==> config.mk <==
export PLATFORM = sky130hd
export DESIGN_NAME = restoring_divider_n_bit
export DESIGN_NICKNAME = d
export VERILOG_FILES = /design/src/rtl/restoring_divider_n_bit.sv
export SDC_FILE = /design/constraint.sdc
export NUM_CORES = 1
export LEC_CHECK = 0
export CELL_PAD_IN_SITES_DETAIL_PLACEMENT = 1
export CELL_PAD_IN_SITES_GLOBAL_PLACEMENT = 2
export CORE_ASPECT_RATIO = 1.5
export CORE_MARGIN = 8
export CORE_UTILIZATION = 25
export DETAILED_ROUTE_END_ITERATION = 10
export PLACE_DENSITY = 0.64
export SLEW_MARGIN = 20
export SYNTH_ARGS = -nofsm -noshare
export SYNTH_HDL_FRONTEND = slang
export SYNTH_SLANG_ARGS = --single-unit
==> constraint.sdc <==
create_clock -name clk -period 2.75 [get_ports clk]
set_clock_uncertainty 0.15 [all_clocks]
set_input_delay 0.4125 -clock clk [delete_from_list [all_inputs] [get_ports clk]]
set_output_delay 0.4125 -clock clk [all_outputs]
set_load 0.05 [all_outputs]
==> src/rtl/restoring_divider_n_bit.sv <==
// Iterative unsigned restoring divider: one quotient bit per clock with a
// start/ready/done handshake. Trial subtraction uses a ripple chain of
// full_adder cells (R' + ~{0,V} + 1).
//
// Ports:
//   clk            rising-edge clock
//   rst_n          synchronous active-low reset
//   start          begin a division (sampled only while ready=1)
//   dividend       numerator, captured on the accepting edge
//   divisor        denominator, captured on the accepting edge
//   ready          idle and able to accept start
//   done           one-cycle pulse when results are valid
//   quotient       result, held until the next completion
//   remainder      result, held until the next completion
//   divide_by_zero flag for the last completed operation

// One-bit full adder cell; outputs are combinational.
module full_adder (
  input  logic a,
  input  logic b,
  input  logic cin,
  output logic sum_c,
  output logic carry_c
);

  assign sum_c   = a ^ b ^ cin;
  assign carry_c = (a & b) | (cin & (a ^ b));

endmodule

module restoring_divider_n_bit #(
  parameter int unsigned WIDTH = 4
) (
  input  logic             clk,
  input  logic             rst_n,
  input  logic             start,
  input  logic [WIDTH-1:0] dividend,
  input  logic [WIDTH-1:0] divisor,
  output logic             ready,
  output logic             done,
  output logic [WIDTH-1:0] quotient,
  output logic [WIDTH-1:0] remainder,
  output logic             divide_by_zero
);

  localparam int unsigned CW = $clog2(WIDTH);
  localparam logic [CW-1:0] LAST = CW'(WIDTH - 1);

  typedef enum logic [1:0] {
    IDLE = 2'd0,
    RUN  = 2'd1,
    DONE = 2'd2
  } state_t;

  state_t state;
  state_t state_next;

  logic [WIDTH-1:0] d;
  logic [WIDTH-1:0] v;
  // The partial remainder is always < V after a restore, so its MSB is
  // always zero; only the low WIDTH bits are stored.
  logic [WIDTH-1:0] r;
  logic [WIDTH-1:0] q;
  logic [CW-1:0]    count;

  logic [WIDTH:0]   r_shift;
  logic [WIDTH:0]   sub_b;
  logic [WIDTH:0]   diff;
  logic [WIDTH+1:0] carry;
  logic             no_borrow;
  logic [WIDTH-1:0] r_next;
  logic [WIDTH-1:0] q_next;
  logic             unused_diff_msb;

  // Trial subtraction R' - {0,V} through a ripple chain, carry_in = 1.
  assign r_shift  = {r, d[WIDTH-1]};
  assign sub_b    = ~{1'b0, v};
  assign carry[0] = 1'b1;

  for (genvar i = 0; i < WIDTH + 1; i++) begin : g_sub
    full_adder u_fa (
      .a       (r_shift[i]),
      .b       (sub_b[i]),
      .cin     (carry[i]),
      .sum_c   (diff[i]),
      .carry_c (carry[i+1])
    );
  end

  // Final carry-out high means no borrow: keep the difference.
  assign no_borrow       = carry[WIDTH+1];
  assign r_next          = no_borrow ? diff[WIDTH-1:0] : r_shift[WIDTH-1:0];
  assign q_next          = {q[WIDTH-2:0], no_borrow};
  // A kept difference is < V, so its MSB is never needed.
  assign unused_diff_msb = diff[WIDTH];

  // State register; ready/done are registered decodes of the next state.
  always_ff @(posedge clk) begin
    if (!rst_n) begin
      state <= IDLE;
      ready <= 1'b1;
      done  <= 1'b0;
    end else begin
      state <= state_next;
      ready <= (state_next == IDLE);
      done  <= (state_next == DONE);
    end
  end

  // Next-state logic.
  always_comb begin
    state_next = state;
    case (state)
      IDLE: begin
        if (start) begin
          state_next = (divisor == '0) ? DONE : RUN;
        end
      end
      RUN: begin
        if (count == LAST) begin
          state_next = DONE;
        end
      end
      DONE:    state_next = IDLE;
      default: state_next = IDLE;
    endcase
  end

  // Datapath and result registers.
  always_ff @(posedge clk) begin
    if (!rst_n) begin
      d              <= '0;
      v              <= '0;
      r              <= '0;
      q              <= '0;
      count          <= '0;
      quotient       <= '0;
      remainder      <= '0;
      divide_by_zero <= 1'b0;
    end else begin
      case (state)
        IDLE: begin
          if (start) begin
            if (divisor == '0) begin
              quotient       <= '1;
              remainder      <= dividend;
              divide_by_zero <= 1'b1;
            end else begin
              d     <= dividend;
              v     <= divisor;
              r     <= '0;
              q     <= '0;
              count <= '0;
            end
          end
        end
        RUN: begin
          d     <= {d[WIDTH-2:0], 1'b0};
          r     <= r_next;
          q     <= q_next;
          count <= count + CW'(1);
          if (count == LAST) begin
            quotient       <= q_next;
            remainder      <= r_next;
            divide_by_zero <= 1'b0;
          end
        end
        default: ;
      endcase
    end
  end

endmodule

==> impl_results.md <==
* Status: finished, final reports clean
* Crit-path slowest cell: fa_2
* Largest net degree at the start of global routing at 27
* RSZ-0062 raised after global routing: yes
* Die Ht at around 110 um
* Vias in the first global route at roughly 1600
* Worst setup path end: remainder[1]
* Total CTS buffers at 5
* Power Dens Cells at around 540 mW/mm2
* DRT iter0 DRCs at roughly 40
* Worst slew pin tran at around 0.75 ns
* Finished Layout Cells at 265
* Final ANT Viol Nets at 0
* Worst path max stage delay at roughly 0.42 ns
* CP max FO at 7
* Crit path buffers/inverters at 2
* CTS tree: done
* Layout cells sized above 1 at 0.157
* Cell repeated most along the worst path: fa_2
* P_leak at 0.670 nW
* Clock Sinks at 30
* Cell area after synthesis at roughly 0.0015 mm2
* Initial antenna violation count at 0
* Cell row count at 35
* FF-to-FF path depth at 9
* Total core area at 0.00604 mm2
* Area growth, synth to finish at 24.7%
* Hold_buf cts at 0
* Dpl cells at 256
* Cell taking the most area after synthesis: dfxtp_1
* Largest delay contributor family on the critical path: adder cells
* Post-synthesis net count at approximately 190
* Fin. max-slew vios at 0
* Clock Path Buffers at 2
* Syn_area_per_cell at 9.11 um2
* Die Wd at approximately 80 um
* Post-Synthesis Cells at about 170
* Mean routed wirelength per cell at approximately 17 um
* FILL cells at between 700 and 800
* TritonRoute pass-1 iters at 4
* CTS clk-pin slew, worst paths at 0.07 ns
* Register area at approximately 600 um2
* Worst R2R End: remainder[1]
* Worst path cell trace: inv_1 > ha_1 > inv_2 > fa_2 > fa_2 > fa_2 > o21a_1 > or3_1 > a41o_1
* Die area at between 0.008 and 0.009 mm2
* VDD IR-drop max at 0.193 mV
* Fmax at 0.370 GHz
* Worst EP arrival at approximately 2.7 ns
* Yosys top cell area share at 0.390
* Fin. Hold Viols at 0
* Ys Warns at 0
* Hold Path Class: flip-flop to flip-flop
* Worst reg2reg path startpoint: d[3]
* Post-route minimum period at between 2 and 3 ns
* WP depth at 9
* Hold slack at approximately 0.32 ns
* Global-route wire length before repair at slightly below 8 mm
* Root Buffer: clkbuf_8
* Final wirelength at 4.61 mm
* CP startpoint: d[3]
* Crit Path Class: flip-flop to flip-flop
* Final core occ at 0.318
* Seq/Total Area, Yosys at 0.390
* Startpoint class of the critical path: flip-flop
* Total number of vias at 1350
* Final GP Congestion at roughly 0.84
* Synth unique cells at 38
* WHS Path Cells at 2
* I/O Pins at 22
* Reg2Reg Setup Slack at 0.05 ns
* Synth area leaders: dfxtp_1 39%, a21oi_1 4.9%, o211ai_1 4.9%, o21ai_0 4.2%, fa_1 3.9%
* Setup crit end kind: flip-flop
* Slew HR at 0.497
* Synth Register Bits at 30
* Gr usage total at 0.113
* Total gr overflow at 0
* IO Port Bufs at 21
* Initial Utilization at 0.255
* H-tree levels at 2
* Count of endpoints failing setup in the final report at 0
* Fin nets at a little over 200
* Via density at between 5 and 6
* Maximum capacitance violations at 0
* Tcrit/Tclk final at 0.983
* Dpl hpwl at approximately 3.4 mm
* Worst-Skew Late Latency at 0.29 ns
* # diodes at 0
* Multi-input logic area at slightly above 800 um2
* Drt drc at 0
* Required time of the critical path at about 2.8 ns
[layer usage]
| layer | share of wire | global-route usage | up-vias |
|---|---|---|---|
| li1 | - | - | 656 |
| met1 | 0.41 | 0.116 | 668 |
| met2 | 0.54 | 0.204 | 19 |
| met3 | 0.040 | 0.0312 | 7 |
| met4 | 0.016 | 0.0451 | 0 |
| met5 | 0 | 0 | - |
[worst min path at each step]
| stage | slack, ns | from | to |
|---|---|---|---|
| after floorplan | 0.30 | q[0] | q[1] |
| after global placement | 0.30 | quotient[3] | quotient[3] |
| after detailed placement | 0.30 | quotient[3] | quotient[3] |
| after CTS | 0.32 | quotient[2] | quotient[2] |
| after global routing | 0.33 | quotient[2] | quotient[2] |
| final | 0.32 | quotient[1] | quotient[1] |
[tightest hold or removal path, delay by kind of cell (launching register included)]
kind                   cells  cell delay, ns
flip-flops                 1            0.31
AO/OA/AOI/OAI              1            0.06
buffers and inverters      1            0.05
[power by group]
| group | leakage, nW | switching [W] | internal [W] |
|---|---|---|---|
| registers | 0.245 | 0.0000187 | 0.000455 |
| clock network | 0.0472 | 0.000175 | 0.000201 |
| logic | 0.378 | 0.000104 | 0.0000847 |
| total | 0.670 | 0.000298 | 0.000741 |
[cells by family (layout without fill, tap and decap cells)]
group                    after synthesis  count (layout)  share of synthesized area
adder cells (fa/ha/maj)                5               5                     0.0553
AND/OR/NAND/NOR                       44              44                      0.189
AO/OA/AOI/OAI                         64              64                      0.277
buffers and inverters                 26              48                     0.0886
flip-flops                            30              30                      0.390
[Yosys cell counts (all sizes together)]
library cell and count:
dfxtp 30, a21oi 16, o21ai 13, buf 12, o211ai 10, inv 9, nand2 9, a211oi 8
nand2b 6, clkbuf 5, nand3b 4, nor2 4, nor3b 4, o31ai 4, or3 4, a31oi 3
a41o 3, fa 3, nand3 3, nor4b 3, o21a 3, a311oi 2, ha 2, nor2b 2
a21o 1, and3 1, and3b 1, nand4b 1, nor4 1, o311ai 1, or4 1
[cells in the final DEF (no fill, tap or decap), drive strengths merged, types with 2 or more instances in the layout]
| master | count |
|---|---|
| dfxtp | 30 |
| clkdlybuf4s50 | 21 |
| a21oi | 16 |
| o21ai | 13 |
| o211ai | 10 |
| buf | 10 |
| nand2 | 9 |
| inv | 9 |
| a211oi | 8 |
| nand2b | 6 |
| clkbuf | 6 |
| or3 | 4 |
| nor2 | 4 |
| nand3b | 4 |
| o31ai | 4 |
| nor3b | 4 |
| o21a | 3 |
| a41o | 3 |
| nand3 | 3 |
| a31oi | 3 |
| nor4b | 3 |
| fa | 3 |
| nor2b | 2 |
| ha | 2 |
| a311oi | 2 |
[sequential cells by signal (all words and copies together), names as in the netlist]
| signal | cells |
|---|---|
| count | 2 |
| d | 4 |
| divide_by_zero | 1 |
| done | 1 |
| q | 3 |
| quotient | 4 |
| r | 4 |
| ready | 1 |
| remainder | 4 |
| state | 2 |
| v | 4 |
[per-stage QoR]
step           setup WS [ns]  setup TNS [ns]  power [W]  instance area (um2)
3_3_place_gp          -0.131          -0.222   0.000663                 1810
5_1_grt              -0.0519          -0.234    0.00109                 1920
6_report              0.0468               0    0.00104                 1920
4_1_cts               0.0260               0    0.00105                 1910
2_1_floorplan         0.0229               0   0.000597                 1550
3_5_place_dp          -0.204          -0.595   0.000667                 1810
[layout make-up]
type	count	area share
clock inverters	2	0.00652
inverters	9	0.0176
well taps	74	0.0482
multi-input cells	113	0.422
clock buffers	6	0.0430
flip-flops and latches	30	0.314
repair buffers	31	0.149
[repair_timing]
item / in CTS / in global routing
endpoints found under the setup margin: 5 / 7
gates resized for setup: 2 / 3
buffers inserted: 0 / 1
Note: power is estimated with default switching activity, not from simulation.
==> RTL edit 1: new RTL, same flow settings <==
The 3 states of `state_t` get a one-hot encoding in 3 bits.
--- a/src/rtl/restoring_divider_n_bit.sv
+++ b/src/rtl/restoring_divider_n_bit.sv
@@ -48,6 +48,6 @@
 
-  typedef enum logic [1:0] {
-    IDLE = 2'd0,
-    RUN  = 2'd1,
-    DONE = 2'd2
+  typedef enum logic [2:0] {
+    IDLE = 3'b001,
+    RUN  = 3'b010,
+    DONE = 3'b100
   } state_t;
Formal check against the unedited RTL: no difference found for any inputs over 10 cycles, from zero or initial values and one cycle with rst_n low; not proved beyond that.
==> RTL edit 1 against the unedited design <==
Synthesized area decreased by 4.3%; via count down 2.5%; maximum frequency rose by 3.9%; power down 4.3%; wire length is 8.8% lower; die area is 3.6% lower; design area decreased by 4.0%; sequential cell count up 1; critical path depth stayed put; setup slack better by 0.10 ns; largest cell class unchanged; highest routed layer unchanged.
==> RTL edit 1: results (changes against the unedited design) <==
- Drt wl/cell: 16.7 um (was 17.4 um)
- DR WL met3: 238 um (was 183 um)
- First-pass GRT wire length: 7.08 mm (was 7.94 mm)
- WHS: 0.324 ns (was 0.316 ns)
- Met2 wire len: 2.09 mm (was 2.49 mm)
- Filler instances: 683 (was 708)
- Clk tree area frac: 4.76% (was 4.95%)
- DP Area: 1740 um^2 (was 1810 um^2)
- Area Growth Syn to Fin: 25.1% (was 24.7%)
- Non-filler cells, final: 252 (was 265)
- Vias/cell: 5.22 (was 5.09)
- Gp weighted congestion: 0.733 (was 0.836)
- NonClk Buf Share: 14.3% (was 14.9%)
- Status: finished clean (unchanged)
- Storage element area: 621 um^2 (was 603 um^2)
- Min-Delay Endpoint: q[1] (was quotient[1])
- Period utilisation layout: 94.6% (was 98.3%)
- Multi-input gates: 108 (was 113)
- Post-synthesis compound-gate area fraction: 30.2% (was 27.7%)
- Post-Place Worst Slack: 0.0826 ns (was -0.204 ns)
- Adder-cell area share of the yosys netlist: 5.78% (was 5.53%)
- GR Layer Usage met2: 17.9% (was 20.4%)
- Starting DRT DRC Count: 65 (was 41)
- Clk sinks: 31 (was 30)
- Sequential fraction of the synthesis area: 42.1% (was 39.0%)
- Min-Delay Startpoint: q[0] (was quotient[1])
- M1 GR Usage: 12.0% (was 11.6%)
-- RTL edit 1: cell count changes after synthesis, sizes merged, moves of 4 or more --
cell	change
or3	-4
a211oi	+5
nand2	+4
nand3b	-4
o21ai	+4
o31ai	-4
-- RTL edit 1: where the power goes --
| part | leakage, nW | internal [mW] | switching (mW) | total, mW |
|---|---|---|---|---|
| sequential | 0.252 | 0.465 | 0.0106 | 0.476 |
| combinational | 0.339 | 0.0617 | 0.0930 | 0.155 |
| clock | 0.0470 | 0.196 | 0.168 | 0.364 |
-- RTL edit 1: worst max-delay path: stages (launching register included) --
cell     delay [ns]
dfxtp_1        0.36
inv_1          0.06
ha_1           0.20
fa_1           0.42
fa_2           0.37
inv_1          0.09
fa_2           0.44
o21ai_2        0.08
nand3_1        0.09
a41o_1         0.24
-- RTL edit 1: timing repair --
item | in CTS | in global routing
gates resized for setup | 0 | 5
endpoints found under the setup margin | 0 | 5
buffers inserted | 0 | 0
hold buffers | 0 | 0
==> RTL edit 2: new RTL, config.mk and constraints unchanged <==
Without the edit above. Change the parameter `WIDTH` from 4 to 8.
--- a/src/rtl/restoring_divider_n_bit.sv
+++ b/src/rtl/restoring_divider_n_bit.sv
@@ -31,3 +31,3 @@
 module restoring_divider_n_bit #(
-  parameter int unsigned WIDTH = 4
+  parameter int unsigned WIDTH = 8
 ) (
Ports: changed (resized dividend, divisor, quotient and remainder); port bits go from 22 to 38. No check against the original RTL was run, so the function may have changed too.
==> RTL edit 2 against the unedited design <==
Synthesized cell count increased by 49%; largest cell class unchanged; design area increased by 73%; sequential cell count increased by 25; the flow now finishes with violations (setup timing); setup slack got worse by 1.1 ns; synthesized area increased by 63%; highest routed layer unchanged; non-clock buffer count increased by 29; largest power group unchanged; power increased by 95%; wire length increased by 65%.
==> RTL edit 2: results (changes against the unedited design) <==
- Post-synth cell types: 42 (was 38)
- Sequential fraction of the synthesis area: 43.8% (was 39.0%)
- Sw Ratio: 29.6% (was 28.7%)
- Vias in the first global route: 2288 (was 1566)
- Final nets: 328 (was 206)
- Max VDD drop: 0.244 mV (was 0.193 mV)
- Clock root buffer: clkbuf_16 (was clkbuf_8)
- Leak Pwr: 1.23 nW (was 0.670 nW)
- Total negative slack: -16.36 ns (was 0 ns)
- Endpoints failing setup: 18 (was 0)
- Gp weighted congestion: 0.761 (was 0.836)
- Crit path DAT: 3.79 ns (was 2.73 ns)
- Share of cells above drive strength 1: 23.0% (was 15.7%)
- Slew margin rel.: 65.8% (was 49.7%)
- Gr usage total: 11.8% (was 11.3%)
- Comb power frac: 25.3% (was 18.1%)
- Crit-path max FO: 2 (was 7)
- Synth area leaders: dfxtp_1 (44%), fa_1 (5.6%), nor2_1 (4.8%), a211oi_2 (4.0%), mux2i_1 (3.6%) (was dfxtp_1 (39%), a21oi_1 (4.9%), o211ai_1 (4.9%), o21ai_0 (4.2%), fa_1 (3.9%))
- Drt wl/cell: 18.3 um (was 17.4 um)
- Vias: 2072 (was 1350)
- Placed Instances: 405 (was 256)
- Starting DRT DRC Count: 94 (was 41)
- Average cell area after synthesis: 10.0 um^2 (was 9.11 um^2)
- HPWL after DPL: 5.54 mm (was 3.42 mm)
- Status: finished with violations (was finished clean)
- Failing checks: setup timing
- PnR worst setup slack: -1.01 ns (was 0.0468 ns)
- Final wirelength: 7.62 mm (was 4.61 mm)
RTL edit 2: through the flow:
stage	utilization (%)	area, um^2	power [mW]
global route	33.3	3320	2.13
global placement	31.1	3100	1.31
finish	33.3	3320	2.02
CTS	33.0	3290	2.03
detailed placement	31.1	3100	1.32
floorplan	-	2560	1.17
RTL edit 2: worst paths after layout:
check / start / endpoint / slack [ns] / cells after the start
worst max-delay path: d[7] / remainder[7] / -1.01 / 13
worst min register to register: d[2] / d[2] / 0.33 / 2
worst min-delay path: d[2] / d[2] / 0.33 / 2
worst max register to register: d[7] / remainder[7] / -1.01 / 13
RTL edit 2: routing by layer:
layer,wire [um],vias up,global-route usage [%]
li1,-,999,-
met1,3210,1023,13.3
met2,3960,39,20.7
met3,269,11,2.41
met4,183,0,4.87
met5,0,-,0
RTL edit 2: kinds of logic (layout without fill, tap and decap cells):
family          after synthesis  count (layout)  synth area share [%]
simple gates                 82              82                  15.8
flops                        55              55                  43.8
fa+ha+maj                    10              10                  7.08
compound gates               65              65                  22.9
mux                           9               9                  3.59
buf+inv                      30              79                  6.78
RTL edit 2: repair_timing:
| action | CTS | global route |
|---|---|---|
| buffers inserted | 2 | 2 |
| endpoints found under the hold margin | 0 | 0 |
| pin swaps | 1 | 1 |
| setup endpoints to repair | 18 | 18 |
| gates resized for setup | 9 | 4 |
RTL edit 2: layout make-up:
| type | count | area [um^2] |
|---|---|---|
| inverters | 11 | 41.3 |
| flip-flops and latches | 55 | 1100 |
| fillers | 1097 | 6650 |
| well taps | 117 | 146 |
| multi-input cells | 166 | 1290 |
| clock inverters | 3 | 25.0 |
| repair buffers | 60 | 588 |
| clock buffers | 5 | 125 |
